<file path="src/rtl/sa_skew_feeder.sv">
// Activation feeder for the systolic core: accepts ROWS-wide vectors and skews
// row r by r cycles, drains the skew after a programmed tile length, then pulses done.
module sa_skew_feeder #(
    parameter int ROWS = 8,
    parameter int DW   = 8,
    parameter int KMAX = 16,
    parameter int CW   = $clog2(KMAX + 1)
) (
    input  logic               clk_i,
    input  logic               rstn_i,
    input  logic               start_i,
    input  logic [CW-1:0]      k_len_i,
    input  logic               in_valid_i,
    output logic               in_ready_o,
    input  logic [ROWS*DW-1:0] in_data_i,
    input  logic               core_ready_i,
    output logic [ROWS*DW-1:0] a_out_o,
    output logic [ROWS-1:0]    a_valid_o,
    output logic               busy_o,
    output logic               done_o
);

    localparam int DCW = (ROWS > 1) ? $clog2(ROWS) : 1;
    localparam logic [CW-1:0]  KMAX_C     = CW'(KMAX);
    localparam logic [DCW-1:0] DRAIN_LAST = DCW'(ROWS - 1);

    typedef enum logic [1:0] {
        IDLE  = 2'd0,
        FEED  = 2'd1,
        DRAIN = 2'd2
    } state_e;

    state_e         state_q, state_d;
    logic [CW-1:0]  klen_q, klen_d;
    logic [CW-1:0]  feed_cnt_q, feed_cnt_d;
    logic [DCW-1:0] drain_cnt_q, drain_cnt_d;
    logic           done_q, done_d;

    logic           advance;
    logic           accept;
    logic           flush;
    logic [CW-1:0]  k_clamped;
    logic [CW-1:0]  feed_nxt;
    logic [DCW-1:0] drain_nxt;

    assign advance    = core_ready_i && (state_q != IDLE);
    assign in_ready_o = (state_q == FEED) && core_ready_i;
    assign accept     = in_valid_i && in_ready_o;
    assign k_clamped  = (k_len_i > KMAX_C) ? KMAX_C : k_len_i;
    assign feed_nxt   = feed_cnt_q + CW'(1);
    assign drain_nxt  = drain_cnt_q + DCW'(1);
    // The completion edge leaves the last element visible for one cycle; the
    // following idle edge clears it so a stalled-idle core never re-consumes it.
    assign flush      = (state_q == IDLE) && done_q;

    always_comb begin
        state_d     = state_q;
        klen_d      = klen_q;
        feed_cnt_d  = feed_cnt_q;
        drain_cnt_d = drain_cnt_q;
        done_d      = 1'b0;
        case (state_q)
            IDLE: begin
                if (start_i) begin
                    klen_d      = k_clamped;
                    feed_cnt_d  = '0;
                    drain_cnt_d = '0;
                    if (k_clamped == '0) begin
                        done_d = 1'b1;
                    end else begin
                        state_d = FEED;
                    end
                end
            end
            FEED: begin
                if (accept) begin
                    feed_cnt_d = feed_nxt;
                    if (feed_nxt == klen_q) begin
                        if (ROWS > 1) begin
                            state_d = DRAIN;
                        end else begin
                            state_d = IDLE;
                            done_d  = 1'b1;
                        end
                    end
                end
            end
            DRAIN: begin
                if (advance) begin
                    drain_cnt_d = drain_nxt;
                    if (drain_nxt == DRAIN_LAST) begin
                        state_d = IDLE;
                        done_d  = 1'b1;
                    end
                end
            end
            default: state_d = IDLE;
        endcase
    end

    always_ff @(posedge clk_i or negedge rstn_i) begin
        if (!rstn_i) begin
            state_q     <= IDLE;
            klen_q      <= '0;
            feed_cnt_q  <= '0;
            drain_cnt_q <= '0;
            done_q      <= 1'b0;
        end else begin
            state_q     <= state_d;
            klen_q      <= klen_d;
            feed_cnt_q  <= feed_cnt_d;
            drain_cnt_q <= drain_cnt_d;
            done_q      <= done_d;
        end
    end

    // Row gi is a chain of gi+1 {tag, data} stages; bubbles keep the diagonal aligned.
    for (genvar gi = 0; gi < ROWS; gi++) begin : g_row
        logic [DW:0] stage_q [0:gi];
        logic [DW:0] load_d;

        assign load_d = accept ? {1'b1, in_data_i[gi*DW +: DW]} : '0;

        always_ff @(posedge clk_i or negedge rstn_i) begin
            if (!rstn_i) begin
                for (int j = 0; j <= gi; j++) begin
                    stage_q[j] <= '0;
                end
            end else if (advance) begin
                stage_q[0] <= load_d;
                for (int j = 1; j <= gi; j++) begin
                    stage_q[j] <= stage_q[j-1];
                end
            end else if (flush) begin
                for (int j = 0; j <= gi; j++) begin
                    stage_q[j] <= '0;
                end
            end
        end

        assign a_out_o[gi*DW +: DW] = stage_q[gi][DW-1:0];
        assign a_valid_o[gi]        = stage_q[gi][DW];
    end

    assign busy_o = (state_q != IDLE);
    assign done_o = done_q;

endmodule

</file>
<file path="config.mk">
export PLATFORM = sky130hd
export DESIGN_NAME = sa_skew_feeder
export DESIGN_NICKNAME = d
export VERILOG_FILES = /design/src/rtl/sa_skew_feeder.sv
export SDC_FILE = /design/constraint.sdc
export NUM_CORES = 1
export LEC_CHECK = 0
export ABC_AREA = 1
export ABC_CLOCK_PERIOD_IN_PS = 1750
export BUFFER_PORTS_ARGS = -buffer_cell sky130_fd_sc_hd__buf_2
export CELL_PAD_IN_SITES_DETAIL_PLACEMENT = 0
export CELL_PAD_IN_SITES_GLOBAL_PLACEMENT = 2
export CORE_AREA = 2 2 208 210
export CTS_CLUSTER_DIAMETER = 200
export DETAILED_ROUTE_END_ITERATION = 10
export DIE_AREA = 0 0 210 212
export PLACE_DENSITY_LB_ADDON = 0.2
export SLEW_MARGIN = 20
export SYNTH_ARGS = -nofsm -noshare
export SYNTH_HDL_FRONTEND = slang
export SYNTH_SLANG_ARGS = --single-unit
</file>
<file path="constraint.sdc">
create_clock -name clk_i -period 1.75 [get_ports clk_i]
set_input_delay 0.35 -clock clk_i [delete_from_list [all_inputs] [get_ports clk_i]]
set_output_delay 0.35 -clock clk_i [all_outputs]
set_load 0.005 [all_outputs]
</file>
## Yosys cells after proc, flatten, opt, wreduce, memory -nomap -nowiden

Cells that the tools add are included.

- Logic and storage cells: 111
- Bits in writable memories: 0
- Output and inout bits: 75
- Bits in read-only memories: 0
- Latch bits: 0
- Memories: 0
- Flip-flop bits (word level): 340
- Bits of input ports: 74

- Eq/ne operators: 10
- Add/sub/neg operators: 2
- $mul: 0
- Bitwise logic cells: 0
- Mux-type cells: 43
- Div/mod/pow operators: 0
- Shift-type cells: 0
- Reduce and logical (&&, ||, !) cells: 14
- Magnitude comparators: 1

Operator list:

| operator | count |
|---|---|
| $mux 72 | 2 |
| $mux 63 | 2 |
| $mux 54 | 2 |
| $mux 45 | 2 |
| $mux 9 | 10 |
| $mux 36 | 2 |
| $mux 27 | 2 |
| $mux 18 | 2 |
| $mux 5 | 3 |
| $mux 2 | 6 |
| $ne 2x2->1 const B | 5 |
| $pmux 5 s2 | 1 |
| $reduce_bool 2->1 | 4 |
| $mux 3 | 2 |
| $pmux 2 s3 | 1 |
| $pmux 3 s2 | 1 |
| $reduce_and 3->1 | 2 |
| $reduce_and 6->1 | 1 |
| $add 5x1->5 const B | 1 |
| $eq 5x5->1 | 1 |
| $gt 5x5->1 const B | 1 |
| $logic_not 5->1 | 1 |
| $logic_and 1x1->1 | 4 |
| $mux 1 | 4 |
| 8 further kinds | 8 |

## Logic depth before layout (Yosys ltp)

- Depth in word-level cells: 6
- Depth in mapped cells: 10
- Depth with buffers taken out: 10

## Worst setup path after synthesis

Ideal clock, no wire load.

- Kind: flip-flop to flip-flop
- Start point: register feed_cnt_q[0]
- End point: register state_q[0]
- Arrival time: 1217 ps
- Stages on the path, launching flop included: 11
- Setup time: 116 ps
- Period minus slack after synthesis: 1334 ps
- Required time: 1634 ps
- Path buffers: 0
- Setup slack: 416 ps
- Cell sequence: dfrtp_1 ha_1 inv_1 nand2_1 nand2_1 nor2_1 nand2_1 nor2_1 nand4_1 nand2_1 nand2_1

- Word-level cells in the longest chain between the ends: 4

Ends and longest elaborated chain:

| element | line | text |
|---|---|---|
| start, declared | 35 | `logic [CW-1:0] feed_cnt_q, feed_cnt_d;` |
| start signal, assigned | 111 | `feed_cnt_q <= feed_cnt_d;` |
| $add 5x1->5 | 50 | `assign feed_nxt = feed_cnt_q + CW'(1);` |
| $eq 5x5->1 | 78 | `if (feed_nxt == klen_q) begin` |
| $ne 2x1->1 (no line) | - |  |
| $reduce_and 6->1 (no line) | - |  |
| end signal, assigned | 109 | `state_q <= state_d;` |
| end, declared | 33 | `state_e state_q, state_d;` |

Every way passes these cells.
A chain may end at the register's enable or synchronous reset.

## Worst setup path in the final report

- Start point: register state_q[1]
- End point: output port in_ready_o

- Word-level cells in the longest chain between the ends: 2

Ends and longest elaborated chain:

| element | line | text |
|---|---|---|
| $eq 2x1->1 | 47 | `assign in_ready_o = (state_q == FEED) && core_ready_i;` |
| $logic_and 1x1->1 | 47 |  |
| end, declared | 14 | `output logic in_ready_o,` |

Every way passes these cells.

==> summary.md <==
| Metric | Value |
|---|---|
| Status | `finished, final reports clean` |
| Worst min path class | `in -> reg` |
| Cell Pwr Density | `1690 nW/um^2` |
| I/O Buffers | `148` |
| Minimum clock period after layout | `1.66 ns` |
| Router iterations before antenna repair | `4` |
| Worst Clk Skew | `0.0174 ns` |
| Post-synth top area share | `62.3%` |
| Layout area overhead | `20.1%` |
| Switching share of power | `31.5%` |
| Final setup fails | `0` |
| Crit Path Category | `reg -> out` |
| Largest net degree at the start of global routing | `79` |
| Total CTS buffers | `38` |
| Vias in the first global route | `8638` |
| Max_slew headroom | `74.5%` |
| Syn_nets | `1270` |
| TritonCTS clock tree | `built` |
| Cell leakage power | `7.18 nW` |
| Setup crit start | `state_q[1]` |
| Number of antenna violations at the first check in global routing | `0` |
| Nets@finish | `1385` |
| Die ar. | `44500 sq um` |
| Drt via density | `4.43` |
| Power Total | `25.5 mW` |
| WL per Instance | `15.1 um` |
| Peak supply drop | `0.620 mV` |
| Worst stage delay on the critical path | `0.39 ns` |
| Layout cells sized above 1 | `20.2%` |
| # rows | `76` |
| Logic pwr share | `26.5%` |
| Fin. Hold Viols | `0` |
| Leading area contributor after synthesis | `dfrtp_1` |
| Initial Utilization | `29.5%` |
| Worst r2r src | `state_q[0]` |
| DR iter-0 viols | `457` |
| Hold Crit Start | `in_data_i[51]` |
| ANT nets after route | `0` |
| Residual DRC | `0` |
| Clock share of power | `30.3%` |
| Net Sw Power | `8.02 mW` |
| Unique cell type count in the Yosys netlist | `25` |
| Clk_lat worst skew | `0.55 ns` |
| Core footprint | `42500 sq um` |
| WP buf/inv | `2` |
| Setup slack, reg-to-reg | `0.19 ns` |
| Worst-path clk slew | `0.06 ns` |
| IO Pins | `149` |
| Share of power burned in registers | `43.3%` |
| H-tree depth | `2` |
| Max_cap viols | `0` |
| Syn avg cell area | `10.5 sq um` |
| Vias | `8327` |
| Root Driver | `clkbuf_16` |
| Achievable Freq | `0.601 GHz` |
| Cell Area, Synth | `12500 sq um` |
| Max Slew Vio Count | `0` |
| Fin Hold WS | `0.0253 ns` |
| Startpoint types | `flip-flop` |
| Worst-margin pin slew | `0.382 ns` |
| Slowest cell on the critical path | `dfrtp_1` |
| TNS Setup | `0 ns` |
| Global-route wire length before repair | `46700 um` |
| Global route overflow | `0` |
| Critical Path RT | `1.40 ns` |
| Worst Path Max Fanout | `3` |
| Most frequent cells in the layout | `dfrtp_1 (312), inv_1 (255), o22ai_1 (170)` |
| Clock Tree Buf Depth | `3` |
| Die W | `210 um` |
| Critical path arrival | `1.31 ns` |
| Total length of routed wires | `28300 um` |
| CTS sink cnt | `312` |
| Final Cycle Share | `95.1%` |
| Placer Congestion | `0.745` |
| Crit path cell chain | `inv_2, nand2_4, nor2_2, buf_2` |
| Crit. End Element | `output port` |
| CP delay by family, top | `flip-flops` |
| Synth Warn # | `0` |
| Diodes inserted | `0` |
| Die span in y | `212 um` |
| Yosys reg bits | `312` |
| HPWL after detailed placement | `17400 um` |
| Largest cells by area after synthesis | `dfrtp_1 (62%), o22ai_1 (8.5%), inv_1 (7.6%), buf_4 (4.0%), o21ai_0 (3.6%)` |
| Post-Synthesis Cells | `1193` |
| Post-synthesis sequential area ratio | `62.3%` |
| All-Layer GR Usage | `13.2%` |
| Fill count | `4268` |
| Commonest non-fill, non-tap cell in the layout | `dfrtp_1` |
| Internal Power | `17.4 mW` |
==> registers in the layout (all words and copies together), names as in the netlist <==
name,count
drain_cnt_q,3
a_valid_o,7
done_o,1
a_out_o,56
g_row.stage_q,233
klen_q,5
feed_cnt_q,5
state_q,2
==> per-layer routing <==
| layer | GRT usage (%) | vias to the layer above | part of all wire [%] |
|---|---|---|---|
| met5 | 0 | - | 0 |
| met4 | 4.04 | 0 | 1.9 |
| met3 | 3.29 | 42 | 4.4 |
| met2 | 21.3 | 124 | 47 |
| met1 | 17.5 | 4081 | 47 |
| li1 | - | 4080 | - |
==> Yosys cell counts <==
library cell  number
o22ai_1          170
clkbuf_1          14
nor2_1             7
nand3_1           67
buf_2             28
o21ai_1           20
buf_6             27
nand2_1           85
nand4_1            5
buf_4             66
o22ai_2           11
xor2_1             1
nand2_4            2
a32o_1             8
inv_2              5
nor3_4             1
inv_1            255
o21ai_2           10
a22o_1             1
dfrtp_1          312
nand2_2            2
o32ai_1            1
ha_1               3
o21ai_0           91
a21oi_1            1
==> worst register-to-register path, delay by kind of cell, from the launching register on <==
family | cells | cell delay [ns]
buf+inv | 3 | 0.52
flops | 1 | 0.41
compound gates | 1 | 0.13
simple gates | 3 | 0.36
==> through the flow <==
stage / cell area [sq um] / utilization, % / worst slack, ns / std cells
3_3_place_gp: 13500 / 31.8 / 0.188 / 1784
2_1_floorplan: 12500 / - / 0.416 / 1193
3_5_place_dp: 13500 / 31.8 / 0.134 / 1784
5_1_grt: 15100 / 35.4 / -0.000273 / 1879
6_report: 15100 / 35.4 / 0.0853 / 1879
4_1_cts: 15000 / 35.4 / 0.0254 / 1879
==> power groups by stage <==
stage	logic (mW)	registers [mW]	clock network, mW
global route	7.69	11.3	8.38
finish	6.73	11.0	7.71
CTS	6.87	11.0	8.03
detailed placement	6.77	11.2	0
floorplan	5.45	10.9	0
global placement	6.70	11.1	0
==> cell type report <==
type	count	area (sq um)	area share [%]
Clock buffer	55	1080	7.21
Multi-Input combinational cell	486	2790	18.5
Inverter	260	976	6.48
Clock inverter	10	150	0.997
Sequential cell	312	7810	51.9
Tap cell	546	683	4.54
Timing Repair Buffer	210	1560	10.4
==> worst paths after layout <==
kind | cells past startpoint | to
hold / removal | 3 | g_row[6].stage_q[57]
max in group asynchronous | 3 | a_out_o[56]
min in group asynchronous | 2 | feed_cnt_q[2]
setup reg to reg | 7 | g_row[3].stage_q[27]
setup / recovery | 4 | in_ready_o
hold reg to reg | 2 | a_valid_o[7]
==> cells by family after synthesis <==
logic type,synth area share (%)
adder cells (fa/ha/maj),0.300
buffers and inverters,15.7
XOR/XNOR,0.0699
AO/OA/AOI/OAI,15.5
AND/OR/NAND/NOR,6.09
flip-flops,62.3
==> what timing repair did <==
item                                    in CTS  in global routing
gates resized for setup                      1                  2
endpoints found under the hold margin      149                  0
hold buffers                                29                  0
endpoints found under the setup margin       1                  1
pin swaps                                    0                  1
buffers inserted                             1                  0
Power figures use the tool's default switching activity.
